File: src/rtl/fetch_pkg.sv
// ============================================================================
// Module : fetch_pkg
// Brief  : Shared constants and the fetch queue entry type for the fetch unit.
// Rev    : 1.0
// ============================================================================
`default_nettype none

package fetch_pkg;

  localparam int          XLEN             = 32;
  localparam logic [31:0] RESET_PC_DEFAULT = 32'h0000_0000;
  localparam logic [31:0] INSTR_NOP        = 32'h0000_0013;
  localparam int          PC_STEP          = 4;

  typedef struct packed {
    logic [XLEN-1:0] pc;
    logic [XLEN-1:0] instr;
  } fetch_entry_t;

endpackage : fetch_pkg

`default_nettype wire

File: src/rtl/fetch_queue.sv
// ============================================================================
// Module : fetch_queue
// Brief  : Synchronous FIFO of fetch entries with push, pop and flush.
// Rev    : 1.0
// ============================================================================
`default_nettype none

module fetch_queue
  import fetch_pkg::*;
#(
  parameter int  DEPTH   = 2,
  parameter type entry_t = fetch_entry_t
) (
  input  logic                       clk,
  input  logic                       reset,
  input  logic                       push,
  input  logic                       pop,
  input  logic                       flush,
  input  entry_t                     wr_data,
  output entry_t                     rd_data,
  output logic [$clog2(DEPTH+1)-1:0] count,
  output logic                       full,
  output logic                       empty
);

  localparam int PTR_W = $clog2(DEPTH);
  localparam int CNT_W = $clog2(DEPTH+1);

  entry_t             mem_q [DEPTH];
  entry_t             mem_d [DEPTH];
  logic [PTR_W-1:0]   wr_ptr_q, wr_ptr_d;
  logic [PTR_W-1:0]   rd_ptr_q, rd_ptr_d;
  logic [CNT_W-1:0]   count_q, count_d;
  logic               do_push, do_pop;

  assign empty   = (count_q == '0);
  assign full    = (count_q == CNT_W'(DEPTH));
  assign count   = count_q;
  assign rd_data = empty ? '0 : mem_q[rd_ptr_q];

  // A push into a full queue is only legal when the head leaves the same cycle.
  assign do_pop  = pop & ~empty;
  assign do_push = push & (~full | do_pop);

  always_comb begin
    mem_d    = mem_q;
    wr_ptr_d = wr_ptr_q;
    rd_ptr_d = rd_ptr_q;
    count_d  = count_q;
    if (flush) begin
      wr_ptr_d = '0;
      rd_ptr_d = '0;
      count_d  = '0;
    end else begin
      if (do_push) begin
        mem_d[wr_ptr_q] = wr_data;
        wr_ptr_d        = wr_ptr_q + PTR_W'(1);
      end
      if (do_pop) begin
        rd_ptr_d = rd_ptr_q + PTR_W'(1);
      end
      case ({do_push, do_pop})
        2'b10:   count_d = count_q + CNT_W'(1);
        2'b01:   count_d = count_q - CNT_W'(1);
        default: count_d = count_q;
      endcase
    end
  end

  always_ff @(posedge clk) begin
    if (reset) begin
      for (int i = 0; i < DEPTH; i++) begin
        mem_q[i] <= '0;
      end
      wr_ptr_q <= '0;
      rd_ptr_q <= '0;
      count_q  <= '0;
    end else begin
      mem_q    <= mem_d;
      wr_ptr_q <= wr_ptr_d;
      rd_ptr_q <= rd_ptr_d;
      count_q  <= count_d;
    end
  end

endmodule : fetch_queue

`default_nettype wire

File: src/rtl/instruction_fetch_unit.sv
// ============================================================================
// Module : instruction_fetch_unit
// Brief  : PC owner and instruction memory reader feeding decode via a queue.
// Rev    : 1.0
// ============================================================================
`default_nettype none

module instruction_fetch_unit
  import fetch_pkg::*;
#(
  parameter int               WIDTH    = 32,
  parameter int               DEPTH    = 2,
  parameter logic [WIDTH-1:0] RESET_PC = WIDTH'(RESET_PC_DEFAULT)
) (
  input  logic             clk,
  input  logic             reset,
  output logic [WIDTH-1:0] imem_addr,
  input  logic [WIDTH-1:0] imem_rd,
  input  logic             redirect_valid,
  input  logic [WIDTH-1:0] redirect_pc,
  output logic             out_valid,
  input  logic             out_ready,
  output logic [WIDTH-1:0] out_instr,
  output logic [WIDTH-1:0] out_pc
);

  typedef struct packed {
    logic [WIDTH-1:0] pc;
    logic [WIDTH-1:0] instr;
  } entry_t;

  logic [WIDTH-1:0]           pc_q, pc_d;
  logic                       push, pop;
  logic [$clog2(DEPTH+1)-1:0] q_count;
  logic                       q_full;
  logic                       unused_q_empty;
  logic                       unused_redirect_lsbs;
  entry_t                     wr_entry;
  entry_t                     head;

  assign imem_addr = pc_q;
  assign out_valid = (q_count != '0);
  assign out_instr = head.instr;
  assign out_pc    = head.pc;

  // Redirect wins: the queue is flushed and nothing is fetched that cycle.
  assign pop      = out_valid & out_ready;
  assign push     = ~redirect_valid & (~q_full | pop);
  assign wr_entry = '{pc: pc_q, instr: imem_rd};

  assign unused_redirect_lsbs = ^redirect_pc[1:0];

  always_comb begin
    pc_d = pc_q;
    if (redirect_valid) begin
      pc_d = {redirect_pc[WIDTH-1:2], 2'b00};
    end else if (push) begin
      pc_d = pc_q + WIDTH'(PC_STEP);
    end
  end

  always_ff @(posedge clk) begin
    if (reset) begin
      pc_q <= RESET_PC;
    end else begin
      pc_q <= pc_d;
    end
  end

  fetch_queue #(
    .DEPTH   (DEPTH),
    .entry_t (entry_t)
  ) u_fetch_queue (
    .clk     (clk),
    .reset   (reset),
    .push    (push),
    .pop     (pop),
    .flush   (redirect_valid),
    .wr_data (wr_entry),
    .rd_data (head),
    .count   (q_count),
    .full    (q_full),
    .empty   (unused_q_empty)
  );

endmodule : instruction_fetch_unit

`default_nettype wire

File: config.mk
export PLATFORM = sky130hd
export DESIGN_NAME = instruction_fetch_unit
export DESIGN_NICKNAME = d
export VERILOG_FILES = /design/src/rtl/fetch_pkg.sv /design/src/rtl/fetch_queue.sv /design/src/rtl/instruction_fetch_unit.sv
export SDC_FILE = /design/constraint.sdc
export NUM_CORES = 1
export LEC_CHECK = 0
export CAP_MARGIN = 25
export CORE_MARGIN = 3
export CORE_UTILIZATION = 31
export DETAILED_ROUTE_END_ITERATION = 8
export MAX_ROUTING_LAYER = met4
export PLACE_DENSITY = 0.64
export SYNTH_ARGS = -nofsm -noshare
export SYNTH_HDL_FRONTEND = slang
export SYNTH_HIERARCHICAL = 1
export SYNTH_SLANG_ARGS = --single-unit
File: constraint.sdc
create_clock -name clk -period 2.25 [get_ports clk]
set_clock_uncertainty 0.15 [all_clocks]
set_input_delay 0.45 -clock clk [delete_from_list [all_inputs] [get_ports clk]]
set_output_delay 0.45 -clock clk [all_outputs]
set_load 0.01 [all_outputs]
==> impl_metrics.csv <==
group,metric,value,unit
outcome,status,"finished, violations left",
outcome,violations,"setup timing",
floorplan,rows,59,
timing,period_share,1.02,
pwr,ir_drop,494,µV
critical_path,critPathSlowestCell,"dfxtp_4",
critical_path,critPathKind,"register to output port",
pwr,switchingPower,1.77,mW
layout,seq_area,3250,µm²
global_route,grt_pass1_wl,35.9,mm
place,port_buffers,160,
synth,async_reset_ff_frac,0,
clock_tree,clk_pin_slew,0.07,ns
global_route,grt_overflow,0,
layout,layout.cells.non_filler,1444,
synth,syn-mean-instance-area,9.43,µm²
floorplan,start_util,0.317,
timing,grt_setup_unrepaired,"yes",
routing,firstDrtPassIters,4,
critical_path,required,1.65,ns
synth,synth.top_cell.area_share,0.390,
place,place_congestion,0.819,
timing,finalHoldViolCount,0,
layout,nFillCells,2477,
synth,ys_seq_area_frac,0.390,
floorplan,die_x,170,µm
floorplan,dieHeight,170,µm
timing,fin_ws,-0.0382,ns
global_route,grt_usage,0.159,
synth,ys_dominant_reg_cell,"dfxtp_1",
layout,multi_input_area,5090,µm²
routing,route.vias.total,6614,
clock_tree,cts_sinks,162,
critical_path,crit_path_max_incr_delay,0.37,ns
global_route,grt_max_degree,79,
place,placed_area,10700,µm²
clock_tree,tritoncts,"done",
place,dp_hpwl,14.5,mm
global_route,grt_pass1_vias,6744,
synth,syn_area,8320,µm²
critical_path,cp-end-kind,"output port",
routing,via_per_inst,4.58,
routing,wirelength,22.5,mm
synth,ys_warn_count,6,
routing,wl_per_cell,15.6,µm
timing,setup-violations-final,8,
layout,finish.instance_area,12100,µm²
floorplan,die-area,28800,µm²
synth,synthCells,882,
routing,ant_nets,0,
clock_tree,h-tree-depth,4,
critical_path,cp_max_fo,4,
routing,drc_errors,0,
layout,layout.nets,1165,
global_route,antenna_found_initial,0,
floorplan,core,26200,µm²
critical_path,critPathArrivalTime,1.69,ns
timing,setup_tns,-0.190,ns
pwr,combPwrFrac,0.131,
clock_tree,numCtsBuffers,17,
synth,synthDistinctLibCells,47,
timing,finalMaxSlewViolations,0,
routing,drt_iter0_drc,319,
critical_path,path_buf_inv,5,
critical_path,worstPathCellList,"buf_12, buf_8, buf_16, buf_6, mux2i_1, nor2_1, buf_2",
clock_tree,clkLatencyLatePin,0.42,ns
pwr,clkPwrFrac,0.429,
clock_tree,root_buffer,"clkbuf_16",
job,maxCapViolations,0,
pwr,swShare,0.254,
synth,yosys-top-cells-area,"dfxtp_1 (39%), mux2i_1 (24%), nand2b_1 (15%), nor2_1 (3.4%), xnor2_1 (1.7%)",
place,dp_cells,1371,
synth,netlist.top_cell.by_area,"dfxtp_1",
floorplan,ios,165,
timing,period_needed,2.29,ns
layout,antenna_cells,0,
pwr,power_density,578,nW/µm²
clock_tree,cts_buffer_depth,2,
critical_path,startpoint_type,"register",
worst_hold_path,hold_path_class,"register to register",
layout,area_growth_syn_to_layout,44.9,%
layout,drive_above_1_share,0.244,
pwr,p_int,5.19,mW
timing,worst_pin_slew,0.557,ns
pwr,p_leak,4.74,nW
critical_path,crit_family,"buffers and inverters",
timing,whs,0.321,ns
place,place_ws,-0.624,ns
synth,ys_ff_latch,162,
synth,synth_edf_count,0,
timing,max_slew_margin,0.628,
timing,max_freq,0.437,GHz
pwr,pwr-share-seq,0.440,
-- final cells by class --
type | instances | area share
well taps | 335 | 0.0348
clock buffers | 19 | 0.0377
multi-input cells | 638 | 0.422
inverters | 20 | 0.00623
repair buffers | 257 | 0.217
flip-flops and latches | 162 | 0.270
clock inverters | 13 | 0.0125
-- state kept, by name, indices dropped and copies added (netlist names) --
name                    cells
imem_addr                  30
u_fetch_queue/rd_ptr_q      1
u_fetch_queue/mem_q       128
u_fetch_queue/wr_ptr_q      1
u_fetch_queue/count         2
-- cell usage after synthesis (all sizes together), types with 2 or more instances --
cell     count
or3          2
xor2        10
a21oi       28
dfxtp      162
a21o         2
buf         30
o21ai        3
nand4       13
and4         2
and2         3
clkbuf      35
nand2b     195
and3         3
nor3b        5
nor4         2
a211oi       4
nand2       11
o22ai        4
nand3       14
a21boi       2
xnor2       16
nor3         8
a2111oi      2
nor2b        6
mux2i      199
o21a        16
inv         20
nor2        76
-- per-layer routing --
metal	track usage	share of wire	up-vias	wire length, µm
met4	0.0320	0.0076	0	170
met1	0.214	0.50	3073	11200
met3	0.0342	0.041	12	917
li1	-	-	3393	-
met5	-	0	-	0
met2	0.246	0.45	136	10200
-- metrics by stage --
step                       util  power (mW)
after floorplan               -        3.56
after global placement    0.406        3.94
after detailed placement  0.406        3.95
after CTS                 0.445        7.00
after global routing      0.460        7.22
final                     0.460        6.96
-- timing repair --
| action | CTS | global route |
|---|---|---|
| hold buffers | 0 | 0 |
| setup endpoints to repair | 104 | 95 |
| buffers inserted | 29 | 9 |
| resized for setup | 288 | 94 |
| endpoints found under the hold margin | 0 | 0 |
| cloned | 7 | 2 |
| pin swaps | 5 | 19 |
-- cells in the final DEF, fill, tap and decap left out, types with 16 or more instances in the layout --
cell and instances:
nand2b_1 195, mux2i_1 169, dfxtp_1 159, clkdlybuf4s50_1 94, nor2_1 51, buf_4 49
buf_2 45, buf_6 29, a21oi_1 26, buf_12 23, inv_1 20, clkbuf_16 20
xnor2_1 16, o21a_1 16
-- path summary, 6_finish.rpt --
path                                          end  slack, ns  depth (start not counted)                                  from
max                                     out_pc[2]      -0.04                          7   u_fetch_queue/rd_ptr_q$_SDFFE_PP0P_
min          u_fetch_queue/mem_q[34]$_SDFFE_PP0P_       0.32                          2  u_fetch_queue/mem_q[34]$_SDFFE_PP0P_
max reg2reg  u_fetch_queue/mem_q[91]$_SDFFE_PP0P_       0.10                          9   u_fetch_queue/count[1]$_SDFFE_PP0P_
min reg2reg  u_fetch_queue/mem_q[34]$_SDFFE_PP0P_       0.32                          2  u_fetch_queue/mem_q[34]$_SDFFE_PP0P_
-- worst reg2reg max path, stage by stage (launching register included) --
cell,delay [ns]
dfxtp_2,0.33
buf_6,0.12
buf_4,0.14
inv_1,0.09
nor2_1,0.09
a21oi_4,0.13
inv_1,0.07
or4_4,0.55
buf_12,0.19
mux2i_1,0.17
-- logic make-up after synthesis --
group,count (synthesis),share of synthesized area
flops,162,0.390
compound gates,65,0.0545
simple gates,342,0.237
other cells,1,0.000451
fa+ha+maj,1,0.00150
mux,200,0.241
buf+inv,85,0.0486
xor+xnor,26,0.0274
-- power by group through the flow --
stage | Sequential [mW] | Clock, mW | Combinational, mW
floorplan | 3.12 | 0 | 0.441
global placement | 3.12 | 0 | 0.825
detailed placement | 3.12 | 0 | 0.828
CTS | 3.06 | 3.07 | 0.880
global route | 3.08 | 3.16 | 0.984
finish | 3.07 | 2.99 | 0.909
(Power assumes the default switching activity.)
